===== config.mk =====
export PLATFORM = sky130hd
export DESIGN_NAME = rr_arb_16_9b_flat
export DESIGN_NICKNAME = d
export VERILOG_FILES = /design/src/rtl/rr_arb_16_9b_if.sv /design/src/rtl/rr_arb_16_9b.sv /design/src/flat_wrapper.sv
export SDC_FILE = /design/constraint.sdc
export NUM_CORES = 1
export LEC_CHECK = 0
export BUFFER_PORTS_ARGS = -buffer_cell sky130_fd_sc_hd__buf_4
export CAP_MARGIN = 20
export CORE_MARGIN = 10
export CORE_UTILIZATION = 30
export DETAILED_ROUTE_END_ITERATION = 7
export SYNTH_ARGS = -nofsm -noshare
export SYNTH_HDL_FRONTEND = slang
export SYNTH_SLANG_ARGS = --single-unit

===== constraint.sdc =====
create_clock -name clk -period 11.1 [get_ports clk]
set_clock_uncertainty 0.2 [all_clocks]
set_input_delay 1.665 -clock clk [delete_from_list [all_inputs] [get_ports clk]]
set_output_delay 1.665 -clock clk [all_outputs]
set_load 0.05 [all_outputs]

===== src/rtl/rr_arb_16_9b_if.sv =====
// Handshake and mux-control bundle between the round-robin scheduler and its environment.
// master is the scheduler side; slave is the requester, mux and downstream side.
interface rr_arb_16_9b_if;
  logic [15:0] req;
  logic [8:0]  res;
  logic        sel3;
  logic        sel2;
  logic        sel1;
  logic        sel0;
  logic [15:0] grant;
  logic [8:0]  dout;
  logic        dout_valid;
  logic        dout_ready;
  logic        busy;

  modport master (
    input  req, res, dout_ready,
    output sel3, sel2, sel1, sel0, grant, dout, dout_valid, busy
  );

  modport slave (
    output req, res, dout_ready,
    input  sel3, sel2, sel1, sel0, grant, dout, dout_valid, busy
  );
endinterface


===== src/rtl/rr_arb_16_9b.sv =====
// Round-robin scheduler for a shared 16:1 9-bit mux: pick a requester, let the mux
// settle for one cycle, sample its result and offer it downstream over valid/ready.
module rr_arb_16_9b (
  input logic clk,
  input logic rst,
  rr_arb_16_9b_if.master bus
);

  typedef enum logic [1:0] {IDLE, SETTLE, OFFER} state_t;

  state_t      state, state_nxt;
  logic [3:0]  ptr, ptr_nxt;
  logic [3:0]  sel, sel_nxt;
  logic [15:0] grant, grant_nxt;
  logic [8:0]  dout, dout_nxt;
  logic        valid, valid_nxt;
  logic        busy, busy_nxt;
  logic        found;
  logic [3:0]  pick;
  logic [3:0]  cand;

  // Circular search upward from ptr; the 4-bit sum wraps 15 -> 0 on its own.
  always_comb begin
    found = 1'b0;
    pick  = ptr;
    cand  = '0;
    for (int i = 0; i < 16; i++) begin
      cand = ptr + 4'(i);
      if (!found && bus.req[cand]) begin
        found = 1'b1;
        pick  = cand;
      end
    end
  end

  always_comb begin
    state_nxt = state;
    ptr_nxt   = ptr;
    sel_nxt   = sel;
    grant_nxt = grant;
    dout_nxt  = dout;
    valid_nxt = valid;
    case (state)
      IDLE: begin
        if (found) begin
          sel_nxt   = pick;
          grant_nxt = 16'b1 << pick;
          state_nxt = SETTLE;
        end
      end
      SETTLE: begin
        dout_nxt  = bus.res;
        valid_nxt = 1'b1;
        state_nxt = OFFER;
      end
      OFFER: begin
        if (bus.dout_ready) begin
          valid_nxt = 1'b0;
          grant_nxt = '0;
          ptr_nxt   = sel + 4'd1;
          state_nxt = IDLE;
        end
      end
      default: begin
        state_nxt = IDLE;
        grant_nxt = '0;
        valid_nxt = 1'b0;
      end
    endcase
    // busy is registered alongside the state so it lines up with grant.
    busy_nxt = (state_nxt != IDLE);
  end

  always_ff @(posedge clk or posedge rst) begin
    if (rst) begin
      state <= IDLE;
      ptr   <= '0;
      sel   <= '0;
      grant <= '0;
      dout  <= '0;
      valid <= 1'b0;
      busy  <= 1'b0;
    end else begin
      state <= state_nxt;
      ptr   <= ptr_nxt;
      sel   <= sel_nxt;
      grant <= grant_nxt;
      dout  <= dout_nxt;
      valid <= valid_nxt;
      busy  <= busy_nxt;
    end
  end

  assign bus.sel3       = sel[3];
  assign bus.sel2       = sel[2];
  assign bus.sel1       = sel[1];
  assign bus.sel0       = sel[0];
  assign bus.grant      = grant;
  assign bus.dout       = dout;
  assign bus.dout_valid = valid;
  assign bus.busy       = busy;

endmodule


===== src/flat_wrapper.sv =====
// flat-port wrapper written by rule: the top's interface ports become plain ports
module rr_arb_16_9b_flat 
  (clk, rst, bus_req, bus_res, bus_dout_ready, bus_sel3, bus_sel2, bus_sel1, bus_sel0, bus_grant, bus_dout, bus_dout_valid, bus_busy);
  rr_arb_16_9b_if bus_i ();
  input logic clk;
  input logic rst;
  input wire logic [$bits(bus_i.req)-1:0] bus_req;
  input wire logic [$bits(bus_i.res)-1:0] bus_res;
  input wire logic [$bits(bus_i.dout_ready)-1:0] bus_dout_ready;
  output wire logic [$bits(bus_i.sel3)-1:0] bus_sel3;
  output wire logic [$bits(bus_i.sel2)-1:0] bus_sel2;
  output wire logic [$bits(bus_i.sel1)-1:0] bus_sel1;
  output wire logic [$bits(bus_i.sel0)-1:0] bus_sel0;
  output wire logic [$bits(bus_i.grant)-1:0] bus_grant;
  output wire logic [$bits(bus_i.dout)-1:0] bus_dout;
  output wire logic [$bits(bus_i.dout_valid)-1:0] bus_dout_valid;
  output wire logic [$bits(bus_i.busy)-1:0] bus_busy;
  assign bus_i.req = bus_req;
  assign bus_i.res = bus_res;
  assign bus_i.dout_ready = bus_dout_ready;
  assign bus_sel3 = bus_i.sel3;
  assign bus_sel2 = bus_i.sel2;
  assign bus_sel1 = bus_i.sel1;
  assign bus_sel0 = bus_i.sel0;
  assign bus_grant = bus_i.grant;
  assign bus_dout = bus_i.dout;
  assign bus_dout_valid = bus_i.dout_valid;
  assign bus_busy = bus_i.busy;
  rr_arb_16_9b u_core (.clk(clk), .rst(rst), .bus(bus_i));
endmodule

* Word level (Yosys, flattened, before mapping) *
Index checks and enable logic that the tools add are counted.

storage, ports and cells
  output and inout port bits = 31
  register bits = 37

cells by class
  shifts and indexed selects = 1
  add/sub/neg operators = 16
  order comparisons = 16
  multiplexer cells = 71
  reductions and logical operators = 36
  bitwise logic cells = 2
  equality and inequality tests = 4

operators by type and width
  operator              number
  $lt 4x5->1 const B    16
  $bmux 1 s4            16
  $mux 4                15
  $pmux 16 s3           1
  $mux 1                33
  $add 4x4->4 const B   8
  $mux 16               2
  $add 4x3->4 const B   4
  $shl 1x4->16 const A  1
  $logic_and 1x1->1     15
  $logic_not 1->1       15
  $add 4x1->4 const B   2
  $add 4x2->4 const B   2
  $pmux 2 s3            1
  $reduce_and 2->1      3
  $mux 2                2
  $pmux 1 s3            1
  $reduce_and 3->1      1
  $eq 2x1->1 const B    1
  $eq 2x2->1 const B    1
  $logic_not 2->1       1
  $ne 2x1->1 const B    1
  $ne 2x2->1 const B    1
  $not 1->1             2
  $reduce_bool 2->1     1

* Logic depth before layout (Yosys ltp) *
Gate-level depths: netlist (run 1).

  word-level depth = 51
  gate-level depth with buffers = 18
  gate-level depth less buffers = 11

* Worst setup path before layout (run 1) *
No wires, ideal clock.

  path kind = reg2reg
  start = register u_core.ptr[1]
  end = register u_core.grant[0] (netlist: u_core.bus.grant[0])
  data required time = 10.796 ns
  clock period less this slack = 5.293 ns
  path slack = 5.807 ns
  cell stages (with the launch flop) = 17
  data arrival time = 4.990 ns
  buffers on the path = 6
  cells stage by stage = dfrtp_1 > clkbuf_1 > buf_4 > buf_1 > inv_1 > ha_1 > buf_2 > mux4_2 > mux4_2 > a2111o_1 > nor4_4 > and2_1 > buf_2 > nand2_1 > a31o_1 > buf_2 > o41ai_2

between the ends
  word-level cells in the longest chain between the ends = 51
  elaborated cells on any way between the ends = 113
  classes of those cells = 15 x add/sub; 1 x eq/ne; 1 x shift; 65 x mux; 31 x reduce/logical

ends and longest elaborated chain
  element                                               RTL line            text
  from (decl)                                           rr_arb_16_9b.sv:12  logic [3:0] ptr, ptr_nxt;
  from (signal assigned)                                rr_arb_16_9b.sv:85  ptr <= ptr_nxt;
  branches (longest 51 deep; another with $add 4x1->4)  -
  to (signal assigned)                                  rr_arb_16_9b.sv:87  grant <= grant_nxt;
  to (decl)                                             rr_arb_16_9b.sv:14  logic [15:0] grant, grant_nxt;

Parallel ways; which one is timed is not known. The select of a mux whose other input is x is not followed.
A chain may end at the register's enable or synchronous reset.

* Final worst setup path (run 1) *
  start = register u_core.ptr[0]
  end = register u_core.grant[1] (netlist: u_core.bus.grant[1])

The elaborated chain is that of the path after synthesis.

==> impl_metrics.tcl, run 1 <==
set metrics [dict create \
    status "completed" \
    rr_worst_depth 11 \
    fin_tns_setup_ps 0 \
    grt_max_degree 38 \
    post_cts_resize_count 0 \
    fmax_ghz 0.185 \
    synth_area_sq_um 3990 \
    syn2layout_area_growth_pct 19.7 \
    initial_core_util_pct 30.3 \
    cts_htree_levels 2 \
    synth.top_cells.by_area "dfrtp_1 (23%), mux4_2 (16%), mux2_2 (9.0%)" \
    yosys.area.top_type "dfrtp_1" \
    synthCells 399 \
    grt_pass1_wl_um 19700 \
    drive_gt1_share_pct 33.8 \
    fin_crit_ps 5410 \
    netlist.area_leader.share_pct 23.2 \
    synthAdderAreaFrac_pct 2.51 \
    core_sq_um 13100 \
    die_area_sq_um 18300 \
    crit_arrival_ps 5380 \
    wl_per_cell_um 19.8 \
    nNetsFinal 485 \
    crit_type "reg -> reg" \
    post-dp-hpwl_um 9310 \
    synth-seq-cells 37 \
    cap_violations 0 \
    relSlewSlack_pct 41.7 \
    port_buffers 58 \
    async_flop_share_pct 100 \
    seqCellArea_sq_um 926 \
    row_count 42 \
    critPathMaxFanout 23 \
    setup_viol 0 \
    synth_top_family_by_area "multiplexers" \
    ant_nets 0 \
    hold_viol 0 \
    drcViolationCount 0 \
    ys_dominant_reg_cell "dfrtp_1" \
    synth-compound-area-share_pct 23.6 \
    die_w_um 135 \
    rsz0062_at_grt "no" \
    first_global_vias 3663 \
    wirelength_um 12400 \
    clkSinkCount 37 \
    cts_inserted_buffers 5 \
    antenna_found_initial 0 \
    syn_avg_cell_area_sq_um 9.99 \
    slew_violations 0 \
    worst_ep_required_time_ps 11070 \
    fp.dieH_um 135 \
    io_pins 59 \
    yosysWarnings 0 \
    critPathLaunchType "flip-flop" \
    diodes 0 \
    clk_latency_ps 280 \
    yosysUniqueCellTypes 68 \
    synthMuxAreaShare_pct 32.2 \
    finalCritPeriodShare_pct 48.8 \
    synthXorXnorAreaFrac_pct 3.08 \
    hold_buffers 0 \
    cts_buffer_depth 2 \
    synth_seq_area_share_pct 23.2 \
    vias 3702 \
    multiInputGateArea_sq_um 2910 \
    gp_congestion 0.972 \
    cts_tree "done" \
    drt_iter0_markers 300 \
    viasPerCell 5.91 \
    cts_setup_buffers 0 \
    synth_simple_gate_area_share_pct 11.5 \
    synth_edf_count 0 \
    hold_depth 2 \
    track_usage_pct 13.1 \
    fillers 1320 \
    root_buffer "clkbuf_16" \
    syn-num-nets 435 \
    min_path_type "reg -> reg" \
    tightest_slew_ps 850 \
    clk_pin_slew_ps 60 \
    grt_overflow 0 \
    endpoint_kind "flip-flop" \
    firstDrtPassIters 4 \
]
==> cells in the final DEF (no fill, tap or decap), types with 11 or more instances in the layout <==
cell type / instances
a21oi_1: 20
dfrtp_1: 37
mux2_2: 32
mux2i_1: 27
nor2_1: 26
buf_4: 65
mux4_2: 29
o21ai_0: 15
nand2_1: 39
o41ai_2: 12
xnor2_1: 11
inv_1: 13
==> cells in the mapped netlist (all sizes together) (3+ instances only) <==
| cell | count |
|---|---|
| o41ai | 16 |
| nand3 | 5 |
| o22ai | 7 |
| a22oi | 4 |
| or2 | 3 |
| nand2 | 39 |
| inv | 14 |
| mux2i | 27 |
| ha | 8 |
| nor3b | 3 |
| o21ai | 18 |
| nor2 | 26 |
| xor2 | 3 |
| dfrtp | 37 |
| nor3 | 5 |
| a22o | 3 |
| a21oi | 21 |
| a31oi | 8 |
| mux4 | 29 |
| xnor2 | 11 |
| a211oi | 4 |
| nand2b | 6 |
| mux2 | 32 |
| a2111oi | 3 |
| o21a | 3 |
| clkbuf | 11 |
| nand3b | 3 |
| buf | 11 |
==> critical path: stages, from the launching register on <==
cell and delay, ps:
dfrtp_1 320, buf_4 330, inv_2 180, ha_1 800, mux4_2 690, mux4_2 600, a2111o_1 560, nor4_4 470
o2111a_1 280, a31oi_1 70, a21o_1 370, o41ai_2 400
==> routing by layer <==
metal | vias to the layer above | routed length (um) | GRT usage, %
met2 | 136 | 6030 | 21.8
met1 | 1859 | 5390 | 17.0
met3 | 27 | 667 | 1.89
met5 | - | 0 | 0
met4 | 0 | 341 | 4.13
li1 | 1680 | - | -
==> kinds of logic after synthesis <==
family / Yosys count
buf+inv: 37
flops: 37
simple gates: 97
compound gates: 118
mux: 88
fa+ha+maj: 8
xor+xnor: 14
==> final cells by class <==
type / instances / share of cell area, %
clock buffers: 7 / 2.99
clock inverters: 1 / 0.630
inverters: 15 / 1.18
multi-input cells: 325 / 60.9
flip-flops and latches: 37 / 19.4
well taps: 176 / 4.62
repair buffers: 65 / 10.2
==> metrics by stage <==
stage | instances | setup WS [ps] | instance area (sq um) | util (%) | hold slack [ps]
floorplan | 399 | 5810 | 3990 | - | 329
CTS | 626 | 5670 | 4770 | 36.3 | 280
global route | 626 | 5320 | 4770 | 36.3 | 301
finish | 626 | 5690 | 4770 | 36.3 | 275
global placement | 618 | 5760 | 4600 | 35.0 | 267
detailed placement | 618 | 5690 | 4600 | 35.0 | 267
==> state kept, by name (all words and copies together) (netlist names) <==
register and cells:
u_core.state 2, u_core.bus.grant 16, u_core.ptr 4, u_core.sel 4, u_core.bus.busy 1, u_core.bus.dout 9, u_core.bus.dout_valid 1
==> path summary, 6_finish.rpt <==
path	startpoint	end	slack (ps)
setup / recovery	u_core.ptr[0]	u_core.bus.grant[1]	5690
hold / removal	u_core.bus.grant[10]	u_core.bus.grant[10]	270
setup reg to reg	u_core.ptr[0]	u_core.bus.grant[1]	5690
hold reg to reg	u_core.bus.grant[10]	u_core.bus.grant[10]	270
max in group asynchronous	rst	u_core.bus.dout[6]	9080
min in group asynchronous	rst	u_core.bus.busy	1300
Power of run 1 is left out: the tool's default activity adds up to more than one toggle a clock period on the data nets, which glitch-free logic cannot reach.
==> inputs of run 2 (changes only) <==
- clock period: 11.1 -> 4.7 ns (I/O delays scaled with it)
==> impl_metrics.tcl, run 2 (synthesis results as in run 1) <==
set metrics [dict create \
    first_global_vias 3819 \
    slew_violations 0 \
    relSlewSlack_pct 43.6 \
    die_w_um 135 \
    io_pins 59 \
    hold_buffers 0 \
    diodes 0 \
    fin_tns_setup_ps 0 \
    cts_inserted_buffers 5 \
    vias 3823 \
    cts_tree "done" \
    initial_core_util_pct 30.3 \
    cts_buffer_depth 2 \
    r2r_slack_ps 340 \
    layout_common_cells "buf_4 (81), nand2_1 (39), dfrtp_1 (37)" \
    min_path_type "reg -> reg" \
    drt_iter0_markers 397 \
    cp_cell_sequence "inv_1 > ha_1 > a21boi_0 > xnor2_1 > mux2_2 > nand3_1 > nor4_4 > and2_1 > a21boi_1 > nand2_1 > o41ai_1" \
    reg2reg_to "u_core.bus.grant[15]" \
    largest_reg_flops 16 \
    clkSinkCount 37 \
    final_common_cell "buf_4" \
    gp_congestion 0.947 \
    port_buffers 58 \
    wirelength_um 13000 \
    viasPerCell 5.95 \
    cts_htree_levels 2 \
    r2r-start "u_core.ptr[2]" \
    hold_viol 0 \
    critPathLaunchType "flip-flop" \
    row_count 42 \
    post_cts_resize_count 0 \
    hold_start "u_core.bus.dout_valid" \
    cp_slowest_cell "a21boi_1" \
    cap_violations 0 \
    firstDrtPassIters 4 \
    antenna_found_initial 0 \
    nNetsFinal 501 \
    die_area_sq_um 18300 \
    crit_arrival_ps 4320 \
    drcViolationCount 0 \
    post-dp-hpwl_um 9930 \
    setup_viol 0 \
    worstHoldEndpoint "u_core.bus.dout_valid" \
    drive_gt1_share_pct 36.5 \
    fin_crit_ps 4360 \
    fp.dieH_um 135 \
    post-place-ws_ps 286 \
    worst_ep_required_time_ps 4660 \
    fin_ws_ps 344 \
    grt_overflow 0 \
    track_usage_pct 13.8 \
    syn2layout_area_growth_pct 23.2 \
    critPathMaxFanout 9 \
    ant_nets 0 \
    rr_worst_depth 11 \
    endpoint_kind "flip-flop" \
    grt_max_degree 38 \
    clk_latency_ps 280 \
    reg.largest.list "u_core.bus.grant x16, u_core.bus.dout x9" \
    finalCritPeriodShare_pct 92.7 \
    hold_depth 1 \
    core_sq_um 13100 \
    slowest_delay_ps 520 \
    root_buffer "clkbuf_16" \
    fmax_ghz 0.230 \
    wl_per_cell_um 20.2 \
    rsz0062_at_grt "no" \
    grt_pass1_wl_um 20600 \
    tightest_slew_ps 845 \
    status "completed" \
    regMostFlops "u_core.bus.grant" \
    cts_setup_buffers 0 \
    crit_type "reg -> reg" \
    clk_pin_slew_ps 60 \
]
run 2: changes by cell type in the layout (fill, tap and decap cells not counted):
cell       before  now
bufinv_16       1    2
clkbuf_1        1    0
clkinv_2        0    1
clkbuf_8        1    0
ha_1            8    7
buf_4          65   81
ha_2            0    1
run 2: final cells by class:
| class | instances | area (sq um) |
|---|---|---|
| Fill cell | 1329 | 8230 |
| Tap cell | 176 | 220 |
| Clock buffer | 5 | 125 |
| Inverter | 15 | 56.3 |
| Sequential cell | 37 | 926 |
| Multi-Input combinational cell | 325 | 2910 |
| Clock inverter | 3 | 65.1 |
| Timing Repair Buffer | 81 | 608 |
run 2: worst max path at each step:
stage                                 endpoint          start  slack (ps)
after floorplan            u_core.bus.grant[0]  u_core.ptr[1]          60
after global placement     u_core.bus.grant[4]  u_core.ptr[0]         380
after detailed placement   u_core.bus.grant[4]  u_core.ptr[0]         290
after CTS                  u_core.bus.grant[4]  u_core.ptr[0]         280
after global routing      u_core.bus.grant[11]  u_core.ptr[1]          70
final                     u_core.bus.grant[15]  u_core.ptr[2]         340
run 2: stage by stage:
step                hold slack (ps)  utilization, %  cell area [sq um]  cells
finish                          277            37.4               4910    642
global route                    312            37.4               4910    642
CTS                             281            37.3               4910    642
detailed placement              268            35.9               4720    634
global placement                265            35.9               4720    634
floorplan                       329               -               3990    399
run 2: critical path: cells and delay by family (launching register included):
kind                     cells  cell delay, ps
AO/OA/AOI/OAI                3            1320
AND/OR/NAND/NOR              4            1010
multiplexers                 1             450
flip-flops                   1             430
XOR/XNOR                     1             300
adder cells (fa/ha/maj)      1             280
buffers and inverters        1             260
run 2: per-layer routing:
layer / track usage [%] / vias up / wire (um) / share of wire (%)
met1: 17.5 / 1887 / 5250 / 41
met5: 0 / - / 0 / 0
met2: 22.8 / 184 / 6420 / 50
li1: - / 1712 / - / -
met4: 5.56 / 0 / 413 / 3.2
met3: 2.60 / 40 / 873 / 6.7
Power of run 2 is left out for the same reason.
==> inputs of run 3 (changes only) <==
- REMOVE_ABC_BUFFERS: unset -> 1
==> impl_metrics.tcl, run 3 (synthesis results as in run 1) <==
set metrics [dict create \
    status "completed" \
    finalCritPeriodShare_pct 95.1 \
    critPathMaxFanout 10 \
    vias 3792 \
    nNetsFinal 497 \
    endpoint_kind "flip-flop" \
    crit_arrival_ps 4450 \
    first_global_vias 3595 \
    relSlewSlack_pct 45.2 \
    top_usage_layer "met2" \
    wl_per_cell_um 20.6 \
    row_count 42 \
    use_met1_pct 18.5 \
    drcViolationCount 0 \
    cts_buffer_depth 2 \
    die_w_um 135 \
    rsz0062_at_grt "no" \
    setup_viol 0 \
    cts_setup_buffers 0 \
    reg.largest.list "u_core.bus.grant x16, u_core.bus.dout x9" \
    ant_nets 0 \
    crit_type "reg -> reg" \
    viasPerCell 5.94 \
    worst_ep_required_time_ps 4680 \
    critPathLaunchType "flip-flop" \
    final_common_cell "buf_4" \
    cts_inserted_buffers 5 \
    utilization_pct 37.1 \
    gp_congestion 1.01 \
    r2r_slack_ps 230 \
    post-dp-hpwl_um 10300 \
    drt_iter0_markers 379 \
    fp.dieH_um 135 \
    io_pins 59 \
    cts_tree "done" \
    min_path_type "reg -> reg" \
    grt_use_met3_pct 1.56 \
    cts_htree_levels 2 \
    syn2layout_area_growth_pct 22.2 \
    initial_core_util_pct 30.3 \
    layout_common_cells "buf_4 (76), nand2_1 (39), dfrtp_1 (37)" \
    hold_viol 0 \
    fin_crit_ps 4470 \
    fin_hold_ws_ps 279 \
    clk_latency_ps 280 \
    track_usage_pct 13.8 \
    fmax_ghz 0.224 \
    diodes 0 \
    root_buffer "clkbuf_16" \
    gr-usage-met2_pct 22.8 \
    largest_reg_flops 16 \
    regMostFlops "u_core.bus.grant" \
    core_sq_um 13100 \
    slew_violations 0 \
    antenna_found_initial 0 \
    port_buffers 58 \
    clkSinkCount 37 \
    wirelength_um 13200 \
    drive_gt1_share_pct 36.1 \
    clk_pin_slew_ps 60 \
    fin_tns_setup_ps 0 \
    grt_max_degree 38 \
    firstDrtPassIters 5 \
    grt_pass1_wl_um 20500 \
    grt_overflow 0 \
    die_area_sq_um 18300 \
    tightest_slew_ps 821 \
    cap_violations 0 \
]
run 3: changes by cell type in the layout (fill, tap and decap cells not counted), sizes merged:
cell and change:
clkbuf +1, buf -4, clkinvlp +1, clkinv -1, bufinv -1
run 3: final cells by class:
type,count,area (sq um)
Fill cell,1336,8270
Multi-Input combinational cell,325,2910
Sequential cell,37,926
Timing Repair Buffer,77,582
Tap cell,176,220
Clock buffer,6,139
Inverter,15,56.3
Clock inverter,2,37.5
run 3: path summary, 6_finish.rpt:
path                                  startpoint                     to  cells past startpoint
min in group asynchronous                    rst     u_core.bus.dout[4]                      3
min                        u_core.bus.dout_valid  u_core.bus.dout_valid                      1
max reg2reg                        u_core.ptr[1]   u_core.bus.grant[12]                     10
max in group asynchronous                    rst          u_core.sel[2]                      3
min reg2reg                u_core.bus.dout_valid  u_core.bus.dout_valid                      1
max                                u_core.ptr[1]   u_core.bus.grant[12]                     10
run 3: through the flow:
| step | worst slack [ps] | cell area, sq um | cells |
|---|---|---|---|
| floorplan | -583 | 3890 | 377 |
| global placement | 190 | 4690 | 630 |
| detailed placement | 85.7 | 4690 | 630 |
| CTS | 83.9 | 4860 | 638 |
| global route | 23.7 | 4870 | 638 |
| finish | 232 | 4870 | 638 |
run 3: layer usage:
layer,vias up,part of all wire (%)
met5,-,0
met4,0,2.4
met3,29,6.5
met2,186,50
met1,1880,42
li1,1697,-
run 3: worst max-delay path: stages (launching register included):
cell and delay [ps]:
dfrtp_1 370, inv_1 70, ha_2 470, mux4_2 610
mux4_2 610, a2111o_1 560, o32ai_1 270, nand2_1 100
a211o_1 330, a31o_1 400, o41ai_2 370
run 3: timing repair:
item / CTS / global route
hold buffers: 0 / 0
setup endpoints to repair: 0 / 19
resized for setup: 0 / 3
Power of run 3 is left out for the same reason.
